--- src/rtl/mul_div_unit.sv ---
// rtl/mul_div_unit.sv - iterative HI/LO multiply/divide unit
// Shift-add multiply and restoring divide share one accumulator; signs are fixed up in FIX.
module mul_div_unit #(
    parameter int WIDTH = 32
) (
    input  logic             clk,
    input  logic             rst,
    input  logic             start,
    input  logic [2:0]       op,
    input  logic [WIDTH-1:0] a,
    input  logic [WIDTH-1:0] b,
    output logic [WIDTH-1:0] hi,
    output logic [WIDTH-1:0] lo,
    output logic             busy,
    output logic             done
);
    localparam int W = WIDTH;

    localparam logic [2:0] OP_MULT  = 3'b001;
    localparam logic [2:0] OP_MULTU = 3'b010;
    localparam logic [2:0] OP_DIV   = 3'b011;
    localparam logic [2:0] OP_DIVU  = 3'b100;
    localparam logic [2:0] OP_MTHI  = 3'b101;
    localparam logic [2:0] OP_MTLO  = 3'b110;

    typedef enum logic [1:0] {IDLE, RUN, FIX} state_t;

    state_t         state, state_nxt;
    logic [4:0]     cnt;
    logic [2*W-1:0] acc;
    logic [W-1:0]   mag_a, mag_b;
    logic           is_mul, neg_q, neg_r, div0;

    logic           is_arith, op_signed, op_mul, a_neg, b_neg;
    logic [W-1:0]   abs_a, abs_b;
    logic [W:0]     mul_sum, div_trial;
    logic [2*W-1:0] iter_acc, prod;
    logic [W-1:0]   quo, rem;

    assign is_arith  = (op == OP_MULT) || (op == OP_MULTU) || (op == OP_DIV) || (op == OP_DIVU);
    assign op_signed = (op == OP_MULT) || (op == OP_DIV);
    assign op_mul    = (op == OP_MULT) || (op == OP_MULTU);
    assign a_neg     = op_signed && a[W-1];
    assign b_neg     = op_signed && b[W-1];
    assign abs_a     = a_neg ? -a : a;
    assign abs_b     = b_neg ? -b : b;

    // Multiply: acc = {partial product, remaining multiplier bits}, shifted right.
    // Divide:   acc = {partial remainder, remaining dividend bits}, shifted left.
    assign mul_sum   = {1'b0, acc[2*W-1:W]} + (acc[0] ? {1'b0, mag_a} : {(W+1){1'b0}});
    assign div_trial = acc[2*W-1:W-1] - {1'b0, mag_b};

    always_comb begin
        iter_acc = acc;
        if (is_mul)
            iter_acc = {mul_sum, acc[W-1:1]};
        else if (div_trial[W])
            iter_acc = {acc[2*W-2:0], 1'b0};
        else
            iter_acc = {div_trial[W-1:0], acc[W-2:0], 1'b1};
    end

    // A zero divisor leaves quotient all-ones unnegated; remainder sign-restores to a.
    assign prod = neg_q ? -acc : acc;
    assign quo  = (neg_q && !div0) ? -acc[W-1:0] : acc[W-1:0];
    assign rem  = neg_r ? -acc[2*W-1:W] : acc[2*W-1:W];

    always_comb begin
        state_nxt = state;
        case (state)
            IDLE:    if (start && is_arith) state_nxt = RUN;
            RUN:     if (cnt == 5'd31) state_nxt = FIX;
            FIX:     state_nxt = IDLE;
            default: state_nxt = IDLE;
        endcase
    end

    assign busy = (state != IDLE);

    always_ff @(posedge clk) begin
        if (rst) begin
            state  <= IDLE;
            cnt    <= 5'd0;
            acc    <= '0;
            mag_a  <= '0;
            mag_b  <= '0;
            is_mul <= 1'b0;
            neg_q  <= 1'b0;
            neg_r  <= 1'b0;
            div0   <= 1'b0;
            hi     <= '0;
            lo     <= '0;
            done   <= 1'b0;
        end else begin
            state <= state_nxt;
            done  <= 1'b0;
            case (state)
                IDLE: begin
                    if (start) begin
                        if (op == OP_MTHI) begin
                            hi <= a;
                        end else if (op == OP_MTLO) begin
                            lo <= a;
                        end else if (is_arith) begin
                            cnt    <= 5'd0;
                            is_mul <= op_mul;
                            mag_a  <= abs_a;
                            mag_b  <= abs_b;
                            neg_q  <= a_neg ^ b_neg;
                            neg_r  <= a_neg;
                            div0   <= (b == '0);
                            acc    <= op_mul ? {{W{1'b0}}, abs_b} : {{W{1'b0}}, abs_a};
                        end
                    end
                end
                RUN: begin
                    acc <= iter_acc;
                    cnt <= cnt + 5'd1;
                end
                FIX: begin
                    done <= 1'b1;
                    if (is_mul) begin
                        hi <= prod[2*W-1:W];
                        lo <= prod[W-1:0];
                    end else begin
                        hi <= rem;
                        lo <= quo;
                    end
                end
                default: ;
            endcase
        end
    end
endmodule

--- config.mk ---
export PLATFORM = sky130hd
export DESIGN_NAME = mul_div_unit
export DESIGN_NICKNAME = d
export VERILOG_FILES = /design/src/rtl/mul_div_unit.sv
export SDC_FILE = /design/constraint.sdc
export NUM_CORES = 1
export LEC_CHECK = 0
export BUFFER_PORTS_ARGS = -buffer_cell sky130_fd_sc_hd__buf_4
export CAP_MARGIN = 10
export CORE_UTILIZATION = 55
export DETAILED_ROUTE_END_ITERATION = 10
export GPL_TIMING_DRIVEN = 1
export HOLD_SLACK_MARGIN = 0.05
export PLACE_DENSITY = 0.75
export SLEW_MARGIN = 25
export SYNTH_ARGS = -nofsm -noshare
export SYNTH_HDL_FRONTEND = slang
export SYNTH_SLANG_ARGS = --single-unit
export TNS_END_PERCENT = 100
--- constraint.sdc ---
create_clock -name clk -period 4.2 [get_ports clk]
set_input_delay 0.84 -clock clk [delete_from_list [all_inputs] [get_ports clk]]
set_output_delay 0.84 -clock clk [all_outputs]
set_load 0.01 [all_outputs]
[After elaboration in Yosys (flattened, before gate mapping)]
Index checks and enable logic that the tools add are counted.
Operators by class
  shifts and indexed selects: 0
  bitwise logic cells: 3
  div/mod/pow operators: 0
  multipliers: 0
  add/subtract/negate cells: 8
  eq/ne operators: 17
  multiplexer cells: 32
  magnitude comparators: 0
  reductions and logical operators: 19
Operators by type and width (count)
  $mux 64: 7
  $mux 32: 13
  $neg 32->32: 4
  $pmux 32 s2: 2
  $pmux 64 s2: 1
  $neg 64->64: 1
  $add 32x32->33: 1
  $sub 33x32->33: 1
  $logic_not 32->1: 1
  $mux 5: 4
  $ne 2x2->1 const B: 8
  $pmux 5 s2: 1
  $reduce_and 5->1: 2
  $eq 3x3->1 const B: 3
  $eq 3x2->1 const B: 2
  $reduce_bool 2->1: 3
  $add 5x1->5 const B: 1
  $eq 5x5->1 const B: 1
  $logic_and 1x1->1: 4
  $logic_or 1x1->1: 4
  $mux 2: 2
  $pmux 2 s2: 1
  $reduce_and 4->1: 1
  $eq 3x1->1 const B: 1
  9 further kinds: 10
Word-level totals
  memories kept: 0
  word-level logic and storage cells: 91
  bits in registers: 204
  ROM bits: 0
  latch bits: 0
  input bits: 70
  memory bits (writable): 0

[Depth between registers and ports, before layout]
  depth in word-level cells: 10
  mapped depth: 15

[Worst setup path after synthesis]
No wires, ideal clock.
  path kind: register -> register
  start: register acc[0]
  end: register acc[58]
  arrival time: 3.228 ns
  buffers on the path: 2
  stages on the path, launching flop included: 14
  path slack: 0.855 ns
  cell sequence: dfxtp_1 -> clkbuf_1 -> clkbuf_1 -> and2_1 -> ha_1 -> a21oi_1 -> o21ai_0 -> or2_2 -> o2111a_1 -> o31ai_1 -> nor2_1 -> a21oi_1 -> mux2_2 -> a32o_1
On the way
  longest elaborated chain between the ends: 4
RTL lines
  from (decl): line 30  | logic [2*W-1:0] acc;
  from (signal assigned): line 112  | acc <= op_mul ? {{W{1'b0}}, abs_b} : {{W{1'b0}}, abs_a};
  from (signal assigned): line 117  | acc <= iter_acc;
  $mux 32: line 50  | assign mul_sum = {1'b0, acc[2*W-1:W]} + (acc[0] ? {1'b0, mag_a} : {(W+1){1'b0}});
  $add 32x32->33: line 50
  $mux 64: line 55  | if (is_mul)
  $pmux 64 s2: line 97  | case (state)
Every way passes these cells.
A chain may end at the register's enable or synchronous reset.

[Worst setup path after layout]
  start: register acc[0]
  end: register hi[29]
On the way
  longest elaborated chain between the ends: 4
RTL lines
  $neg 64->64: line 64  | assign prod = neg_q ? -acc : acc;
  $mux 64: line 64
  $mux 32: line 122  | if (is_mul) begin
  $pmux 32 s2: line 97
  to (signal assigned): line 123  | hi <= prod[2*W-1:W];
  to (signal assigned): line 126  | hi <= rem;
  to (decl): line 12  | output logic [WIDTH-1:0] hi,
Every way passes these cells.

==> impl_metrics.ini <==
[timing]
fmax_ghz = 0.251
setup-tns-final_ns = 0
drv_slew = 0
tightest_slew_ns = 1.05
rsz0062_at_grt = false
fin_crit_ns = 3.98
finClkSkew_ns = 0.0153
period_share = 0.948
setup_viol = 0
relSlewSlack = 0.301
hold_viol = 0

[critical_path]
cp_max_fo = 20
rrSetupSlack_ns = 0.22
cp-end-kind = flip-flop
arrival_ns = 4.39
rr_startpoint = acc[0]
timing.rr.end = hi[29]
worst_ep_required_time_ns = 4.61
start_kind = flip-flop
critical_path_class = reg -> reg
reg2regPathDepth = 10

[pwr]
power_mw = 5.86
power_density_mw_per_mm2 = 333
vdd.ir_drop.worst_mv = 0.278
leakagePower_nw = 7.07

[logic_synthesis]
synth_area_mm2 = 0.0154
synth_top_cell_area_share = 0.265
yosysWarnings = 0
yosysMostFrequentCell = nor2_1
yosysTopAreaCell = dfxtp_1
syn-instance-count = 2025
synth_area_per_cell_um2 = 7.61
ys_seq_area_frac = 0.265
synth_flop_cell = dfxtp_1
ys_async_sr_fraction = 0
synth.area.top_cells = dfxtp_1 (27%), nor2_1 (6.3%), ha_1 (5.7%)
synth.distinct_cells = 77
synth_edf_count = 0
synth.ff_latch_count = 204
synth_fp_nets = 2167
yosys-top-cells-count = nor2_1 (257), dfxtp_1 (204), nand2_1 (155)

[grt]
grt_use_total = 0.369
antenna_found_initial = 0
grt_pass1_vias = 14600
grt_max_degree = 155
grt_pass1_wl_um = 82600
grt.overflow.total = 0

[floorplanning]
pin_count = 136
fp.dieH_um = 169
fp.dieArea_mm2 = 0.0287
rows = 60
start_util = 0.565
coreArea_mm2 = 0.0273
fp.dieW_um = 169

[cts]
clkLatencyLatePin_ns = 0.53
numCtsBuffers = 23
root_buffer = clkbuf_16
tritoncts = yes
clk_pin_slew_ns = 0.06
post_cts_resize_count = 0
htree_levels = 1
clockBufferDepth = 3
ctsHoldBuffers = 0
cts_setup_buffers = 0
cts_num_sinks = 204

[layout]
num-nets-final = 2246
seq_area_mm2 = 0.00409
synthToLayoutAreaGrowth_pct = 14.2
drive_above_1_share = 0.127
multi_input_area_mm2 = 0.0106
nFillCells = 2463

[job]
maxCapViolCount = 0

[routing]
drt-total-wl_um = 54100
drc = 0
avgRoutedWirePerCell_um = 21.7
drt_iter0_drc = 1938
vias_per_cell = 6.41
drt_first_pass_iters = 6
ant_nets = 0
route.vias.total = 16000

[place]
gp_congestion = 0.997
place_hpwl_um = 40800
portBuffers = 135

[min_path]
whs_endpoint = mag_a[30]
worstHoldPathCells = 2
min_path_type = reg -> reg
min-delay-start = mag_a[30]

[outcome]
outcome = finished, final reports clean
power breakdown:
group,switching (mW),internal [mW]
logic,0.979,0.626
clock network,0.842,1.24
registers,0.131,2.05
how the worst max path moves through the flow:
stage,from,endpoint,slack (ns),depth (start not counted)
floorplan,acc[0],acc[58],0.85,13
detailed placement,acc[31],acc[35],0.35,13
finish,acc[0],hi[29],0.22,10
CTS,acc[31],acc[35],0.32,13
global route,acc[31],acc[35],0.07,13
global placement,acc[31],acc[35],0.43,13
sequential cells by signal, indices dropped and copies added (netlist names):
name    count
mag_a      32
div0        1
neg_r       1
acc        64
state       2
lo         32
neg_q       1
cnt         5
done        1
mag_b      32
hi         32
is_mul      1
placed cells by master, fill, tap and decap left out, types with 10 or more instances in the layout:
| cell | count |
|---|---|
| a211oi_1 | 113 |
| a21o_1 | 30 |
| a21oi_1 | 153 |
| a222oi_1 | 11 |
| a22oi_1 | 14 |
| a311oi_1 | 11 |
| a31oi_1 | 19 |
| and2_1 | 41 |
| and3_1 | 15 |
| buf_4 | 181 |
| clkbuf_16 | 23 |
| dfxtp_1 | 203 |
| ha_1 | 70 |
| inv_1 | 71 |
| mux2_2 | 19 |
| mux2i_1 | 76 |
| nand2_1 | 155 |
| nand2b_1 | 23 |
| nand3_1 | 37 |
| nor2_1 | 255 |
| nor2b_1 | 17 |
| nor3_1 | 56 |
| nor4_1 | 18 |
| o211ai_1 | 19 |
| o21a_1 | 17 |
| o21ai_0 | 92 |
| o31ai_1 | 25 |
| or2_2 | 10 |
| or3_1 | 19 |
| or4_1 | 14 |
| xnor2_1 | 84 |
| xor2_1 | 78 |
area by class of cell:
type | count | area share
repair buffers | 184 | 0.0801
multi-input cells | 1619 | 0.602
diodes | 1 | 0.000142
well taps | 372 | 0.0264
inverters | 72 | 0.0154
clock inverters | 5 | 0.00469
flip-flops and latches | 204 | 0.232
clock buffers | 36 | 0.0389
stage by stage:
step           hold WS, ns  instances  setup WS (ns)   util  cell area (um^2)
2_1_floorplan        0.432       2025          0.855      -             15400
3_3_place_gp         0.442       2451          0.430  0.618             16800
3_5_place_dp         0.450       2451          0.353  0.618             16800
4_1_cts              0.457       2492          0.324  0.646             17600
5_1_grt              0.481       2492         0.0664  0.646             17600
6_report             0.454       2493          0.219  0.646             17600
worst max-delay path, stage by stage (launching register included):
cell and delay, ns:
dfxtp_1 0.56, or4_1 0.65, nor4_1 0.25, buf_4 0.19, nand4b_1 0.24, nor3_2 0.52, nor2_1 0.17, a21oi_1 0.43
o21ai_0 0.28, xnor2_1 0.21, a2111oi_0 0.37
kinds of logic after synthesis:
| kind of cell | count (synthesis) | share of synthesized area |
|---|---|---|
| xor gates and xnor gates | 163 | 0.0931 |
| adders and majority gates | 72 | 0.0594 |
| AOI/OAI and AO/OA | 590 | 0.254 |
| buffers and inverters | 202 | 0.0500 |
| DFF | 204 | 0.265 |
| and+or+nand+nor | 699 | 0.215 |
| muxes | 95 | 0.0633 |
metal layers:
metal | track usage | vias up | wire length (um)
li1 | - | 7500 | -
met1 | 0.529 | 7458 | 23500
met2 | 0.558 | 899 | 23000
met3 | 0.0555 | 124 | 5650
met4 | 0.132 | 0 | 1960
met5 | 0 | - | 0
Note: power is estimated with default switching activity, not from simulation.
